### src/rtl/wb_cmd_master.sv
// wb_cmd_master: single-outstanding Wishbone classic-cycle initiator.
// Accepts one command on a valid/ready port, runs it as one Wishbone read or
// write, and returns one response (data, error flag, timeout flag).
// Optional feature macro: WB_MASTER_TIMEOUT_EN (abort a bus cycle after
// TIMEOUT_CYCLES cycles without ack/err). When undefined, BUS waits forever
// and rsp_timeout is tied low.
module wb_cmd_master #(
    parameter int ADDR_WIDTH     = 32,
    parameter int DATA_WIDTH     = 32,
    parameter int TIMEOUT_CYCLES = 1024
) (
    input  logic                    wb_clk_i,
    input  logic                    wb_rst_i,
    input  logic                    cmd_valid,
    output logic                    cmd_ready,
    input  logic                    cmd_we,
    input  logic [ADDR_WIDTH-1:0]   cmd_adr,
    input  logic [DATA_WIDTH-1:0]   cmd_dat,
    input  logic [DATA_WIDTH/8-1:0] cmd_sel,
    output logic                    rsp_valid,
    input  logic                    rsp_ready,
    output logic [DATA_WIDTH-1:0]   rsp_dat,
    output logic                    rsp_err,
    output logic                    rsp_timeout,
    output logic                    busy,
    output logic                    wb_cyc_o,
    output logic                    wb_stb_o,
    output logic                    wb_we_o,
    output logic [DATA_WIDTH/8-1:0] wb_sel_o,
    output logic [ADDR_WIDTH-1:0]   wb_adr_o,
    output logic [DATA_WIDTH-1:0]   wb_dat_o,
    input  logic [DATA_WIDTH-1:0]   wb_dat_i,
    input  logic                    wb_ack_i,
    input  logic                    wb_err_i
);

    typedef enum logic [1:0] {
        IDLE = 2'd0,
        BUS  = 2'd1,
        RESP = 2'd2
    } state_t;

    state_t                    state_q, state_d;
    logic                      cyc_q, cyc_d;
    logic                      stb_q, stb_d;
    logic                      we_q, we_d;
    logic [DATA_WIDTH/8-1:0]   sel_q, sel_d;
    logic [ADDR_WIDTH-1:0]     adr_q, adr_d;
    logic [DATA_WIDTH-1:0]     dat_q, dat_d;
    logic                      rsp_valid_q, rsp_valid_d;
    logic [DATA_WIDTH-1:0]     rsp_dat_q, rsp_dat_d;
    logic                      rsp_err_q, rsp_err_d;

`ifdef WB_MASTER_TIMEOUT_EN
    localparam int CNT_W = (TIMEOUT_CYCLES > 1) ? $clog2(TIMEOUT_CYCLES) : 1;
    localparam logic [CNT_W-1:0] CNT_LAST = CNT_W'(TIMEOUT_CYCLES - 1);

    logic [CNT_W-1:0]          cnt_q, cnt_d;
    logic                      rsp_timeout_q, rsp_timeout_d;
`endif

    // Handshake and status decode directly from the state register.
    assign cmd_ready = (state_q == IDLE);
    assign busy      = (state_q != IDLE);

    assign wb_cyc_o  = cyc_q;
    assign wb_stb_o  = stb_q;
    assign wb_we_o   = we_q;
    assign wb_sel_o  = sel_q;
    assign wb_adr_o  = adr_q;
    assign wb_dat_o  = dat_q;
    assign rsp_valid = rsp_valid_q;
    assign rsp_dat   = rsp_dat_q;
    assign rsp_err   = rsp_err_q;
`ifdef WB_MASTER_TIMEOUT_EN
    assign rsp_timeout = rsp_timeout_q;
`else
    assign rsp_timeout = 1'b0;
`endif

    // Next-state logic: launch on accept, terminate on ack/err (or timeout),
    // hold the response until the consumer takes it.
    always_comb begin
        state_d     = state_q;
        cyc_d       = cyc_q;
        stb_d       = stb_q;
        we_d        = we_q;
        sel_d       = sel_q;
        adr_d       = adr_q;
        dat_d       = dat_q;
        rsp_valid_d = rsp_valid_q;
        rsp_dat_d   = rsp_dat_q;
        rsp_err_d   = rsp_err_q;
`ifdef WB_MASTER_TIMEOUT_EN
        cnt_d         = cnt_q;
        rsp_timeout_d = rsp_timeout_q;
`endif
        unique case (state_q)
            IDLE: begin
                if (cmd_valid) begin
                    we_d    = cmd_we;
                    adr_d   = cmd_adr;
                    dat_d   = cmd_dat;
                    sel_d   = cmd_sel;
                    cyc_d   = 1'b1;
                    stb_d   = 1'b1;
`ifdef WB_MASTER_TIMEOUT_EN
                    cnt_d   = '0;
`endif
                    state_d = BUS;
                end
            end
            BUS: begin
                if (wb_ack_i || wb_err_i) begin
                    // Error takes precedence; read data only on a clean ack.
                    cyc_d       = 1'b0;
                    stb_d       = 1'b0;
                    rsp_dat_d   = (!we_q && wb_ack_i && !wb_err_i) ? wb_dat_i : '0;
                    rsp_err_d   = wb_err_i;
                    rsp_valid_d = 1'b1;
`ifdef WB_MASTER_TIMEOUT_EN
                    rsp_timeout_d = 1'b0;
`endif
                    state_d     = RESP;
                end
`ifdef WB_MASTER_TIMEOUT_EN
                else if (cnt_q == CNT_LAST) begin
                    cyc_d         = 1'b0;
                    stb_d         = 1'b0;
                    rsp_dat_d     = '0;
                    rsp_err_d     = 1'b0;
                    rsp_timeout_d = 1'b1;
                    rsp_valid_d   = 1'b1;
                    state_d       = RESP;
                end else begin
                    cnt_d = cnt_q + 1'b1;
                end
`endif
            end
            RESP: begin
                if (rsp_ready) begin
                    rsp_valid_d = 1'b0;
                    state_d     = IDLE;
                end
            end
            default: begin
                state_d = IDLE;
            end
        endcase
    end

    // State and registered outputs; reset abandons any cycle or response.
    always_ff @(posedge wb_clk_i) begin
        if (wb_rst_i) begin
            state_q     <= IDLE;
            cyc_q       <= 1'b0;
            stb_q       <= 1'b0;
            we_q        <= 1'b0;
            sel_q       <= '0;
            adr_q       <= '0;
            dat_q       <= '0;
            rsp_valid_q <= 1'b0;
            rsp_dat_q   <= '0;
            rsp_err_q   <= 1'b0;
`ifdef WB_MASTER_TIMEOUT_EN
            cnt_q         <= '0;
            rsp_timeout_q <= 1'b0;
`endif
        end else begin
            state_q     <= state_d;
            cyc_q       <= cyc_d;
            stb_q       <= stb_d;
            we_q        <= we_d;
            sel_q       <= sel_d;
            adr_q       <= adr_d;
            dat_q       <= dat_d;
            rsp_valid_q <= rsp_valid_d;
            rsp_dat_q   <= rsp_dat_d;
            rsp_err_q   <= rsp_err_d;
`ifdef WB_MASTER_TIMEOUT_EN
            cnt_q         <= cnt_d;
            rsp_timeout_q <= rsp_timeout_d;
`endif
        end
    end

endmodule

### config.mk
export PLATFORM = sky130hd
export DESIGN_NAME = wb_cmd_master
export DESIGN_NICKNAME = d
export VERILOG_FILES = /design/src/rtl/wb_cmd_master.sv
export SDC_FILE = /design/constraint.sdc
export NUM_CORES = 1
export LEC_CHECK = 0
export CORE_MARGIN = 2
export CORE_UTILIZATION = 37
export DETAILED_ROUTE_END_ITERATION = 16
export PLACE_DENSITY = 0.85
export RECOVER_POWER = 100
export SLEW_MARGIN = 20
export SYNTH_ARGS = -nofsm -noshare
export SYNTH_HDL_FRONTEND = slang
export SYNTH_SLANG_ARGS = --single-unit
### constraint.sdc
create_clock -name wb_clk_i -period 1.5 [get_ports wb_clk_i]
set_input_delay 0.15 -clock wb_clk_i [delete_from_list [all_inputs] [get_ports wb_clk_i]]
set_output_delay 0.15 -clock wb_clk_i [all_outputs]
set_load 0.02 [all_outputs]
==> impl_metrics.json <==
{
  "clockPowerShare_pct": 30.8,
  "htree_num_levels": 3,
  "timing.final.crit_period_ns": 1.46,
  "yosys_warnings": 0,
  "cts_buffers": 9,
  "setup_viol": 0,
  "ant_nets": 0,
  "synth_nets": 507,
  "hold_violations": 0,
  "ys_seq_area_share_pct": 57.9,
  "synth_top_family_by_area": "compound AO/OA/AOI/OAI gates",
  "worstSkewPairLatency_ns": 0.36,
  "diodes": 0,
  "clk_pin_slew_ns": 0.10,
  "reg2reg_depth": 4,
  "cp.required_ns": 1.35,
  "synthMuxAreaShare_pct": 0.273,
  "worstHoldStart": "cmd_adr[10]",
  "path_cells": "clkdlybuf4s50_1",
  "synth.distinct_cells": 25,
  "hpwl_microns": 8040,
  "area_delta_synth_final_pct": 54.3,
  "first_pass_iters": 4,
  "initial_core_util_pct": 37.8,
  "p_leak_nw": 2.25,
  "finalWorstSetupSlack_ns": 0.0369,
  "synth-xor-area-share_pct": 0,
  "globalRoute.totalOverflow": 0,
  "r2r-end": "wb_dat_o[18]",
  "dieHeight_microns": 104,
  "combinationalPowerShare_pct": 18.0,
  "powerDensity_nw_per_um2": 1050,
  "worstSetupPathType": "reg -> out",
  "status": "finished clean",
  "final_nets": 718,
  "synth-simple-area-share_pct": 17.1,
  "crit_arrival_ns": 1.31,
  "final.period_utilization_pct": 97.5,
  "dp_slack_ns": -0.171,
  "cts_resized": 24,
  "grt_max_degree": 51,
  "route.vias.total": 3548,
  "grt_pass1_vias": 3622,
  "hold_class": "in -> reg",
  "synth_area_per_cell_sq_um": 9.16,
  "crit_path_end_kind": "output pin",
  "synth_area_sq_um": 3660,
  "pwr-share-seq_pct": 51.1,
  "critPathMaxStageDelay_ns": 0.61,
  "cp_max_fo": 2,
  "ys_ff_latch": 106,
  "io_pins": 215,
  "grt_antenna_before_repair": 0,
  "clock.fmax_ghz": 0.683,
  "peakVddDrop_uv": 679,
  "cts_tree": "done",
  "r2r_setup_slack_ns": 0.10,
  "synth-compound-area-share_pct": 18.4,
  "drive_above_1_share_pct": 7.14,
  "grt_pass1_wl_microns": 17800,
  "cp_slowest_cell": "clkdlybuf4s50_1",
  "synthAdderAreaFrac_pct": 0,
  "cts.sinks": 106,
  "rr_startpoint": "state_q[0]",
  "finish.utilization_pct": 58.4,
  "slew_viol_final": 0,
  "wl_microns": 11000,
  "multi_input_area_sq_um": 1320,
  "p_int_mw": 4.37,
  "netSwitchingFraction_pct": 26.6,
  "first_iter_violations": 78,
  "skew_ns": 0.0105,
  "netlist_instances": 400,
  "seqCellArea_sq_um": 2120,
  "min_path_cells": 3,
  "port_buffers": 213,
  "fillers": 886,
  "cp-start-kind": "flop",
  "die_area_sq_um": 10700,
  "root_buffer": "clkbuf_8",
  "rows": 36,
  "critPathTopFamily": "buffers and inverters",
  "p_switching_mw": 1.58,
  "core-area_sq_um": 9680,
  "rsz0062_at_grt": "false",
  "drc": 0,
  "viasPerCell": 4.74,
  "holdBufCountCts": 0,
  "cp_num_buf_inv": 1,
  "cts_setup_buffers": 0,
  "max_cap_viol_count": 0,
  "wl_per_cell_microns": 14.7,
  "die_x_microns": 104,
  "worstHoldEndpoint": "wb_adr_o[10]",
  "max-clock-path-buffers": 2,
  "gp_congestion": 0.751,
  "grt_use_total_pct": 20.3
}
==> power groups by stage <==
stage | Sequential, mW | Clock [mW] | Combinational (mW)
2_1_floorplan | 3.28 | 0 | 0.384
3_3_place_gp | 3.10 | 0 | 1.21
3_5_place_dp | 3.11 | 0 | 1.24
4_1_cts | 3.04 | 1.89 | 1.22
5_1_grt | 3.06 | 2.01 | 1.16
6_report | 3.04 | 1.83 | 1.07
==> metrics by stage <==
stage | instance area (sq um) | instances | power, mW | setup TNS (ns) | hold WS, ns
floorplan | 3660 | 400 | 3.66 | 0 | 0.283
global placement | 5940 | 733 | 4.31 | -8.26 | 0.441
detailed placement | 5940 | 733 | 4.35 | -10.85 | 0.448
CTS | 6120 | 749 | 6.15 | 0 | 0.306
global route | 5650 | 749 | 6.23 | 0 | 0.311
finish | 5650 | 749 | 5.95 | 0 | 0.328
==> cell type report <==
class                   instances  share of cell area, %
repair buffers                232                   32.2
well taps                     133                   2.94
clock buffers                  12                   2.92
inverters                       3                  0.199
multi-input cells             259                   23.3
clock inverters                 4                  0.863
flip-flops and latches        106                   37.6
==> registers in the layout, indices dropped and copies added (netlist names) <==
| name | cells |
|---|---|
| rsp_valid | 1 |
| rsp_err | 1 |
| wb_adr_o | 32 |
| wb_sel_o | 4 |
| wb_dat_o | 32 |
| wb_stb_o | 1 |
| wb_we_o | 1 |
| rsp_dat | 32 |
| state_q | 2 |
==> Yosys cell counts <==
master     instances  area, sq um
a21oi_1           71          355
a21oi_4            1         16.3
a22o_1            32          280
a22oi_1            1         7.51
buf_1              1         3.75
buf_2             11         55.1
buf_4              5         37.5
buf_6              8         90.1
clkbuf_1           7         26.3
conb_1             1         3.75
dfxtp_1          106         2120
inv_1              3         11.3
mux2i_1            1         10.0
nand2_1          139          522
nand3b_4           1         20.0
nor2_1             3         11.3
nor2b_2            1         8.76
nor3_1             1         5.00
nor3b_4            1         18.8
nor4_4             1         21.3
o2bb2ai_1          1         8.76
o31ai_1            1         7.51
or2_2              1         6.26
or3_1              1         6.26
or3b_1             1         8.76
==> kinds of logic (layout without fill, tap and decap cells) <==
group | after synthesis | after routing
and+or+nand+nor | 150 | 150
AOI/OAI and AO/OA | 107 | 107
DFF | 106 | 106
buffers and inverters | 35 | 251
other | 1 | 1
muxes | 1 | 1
==> worst max-delay path by stage <==
| stage | start | end | slack (ns) | cells after the start |
|---|---|---|---|---|
| 3_5_place_dp | cmd_valid | wb_adr_o[1] | -0.17 | 5 |
| 5_1_grt | wb_adr_o[7] | wb_adr_o[7] | 0.0007 | 1 |
| 2_1_floorplan | state_q[0] | wb_we_o | 0.20 | 6 |
| 4_1_cts | wb_adr_o[31] | wb_adr_o[31] | 0.0005 | 1 |
| 3_3_place_gp | cmd_valid | wb_adr_o[1] | -0.15 | 5 |
| 6_report | wb_dat_o[29] | wb_dat_o[29] | 0.04 | 1 |
==> metal layers <==
layer / vias to the layer above / GRT usage, % / part of all wire, %
met3: 32 / 5.35 / 6.4
met5: - / 0 / 0
met1: 1632 / 23.0 / 41
li1: 1743 / - / -
met4: 0 / 9.94 / 3.6
met2: 141 / 35.4 / 49
==> cell usage in the layout (no fill, tap or decap), types with 2 or more instances in the layout <==
cell type	synthesis	layout
a21oi_1	71	71
a22o_1	32	32
buf_2	11	3
buf_4	5	12
buf_6	8	3
clkbuf_1	7	70
clkbuf_8	0	12
clkdlybuf4s50_1	0	119
clkinv_2	0	2
dfxtp_1	106	105
dlygate4sd2_1	0	23
inv_1	3	3
nand2_1	139	139
nor2_1	3	2
Note: power is estimated with default switching activity, not from simulation.
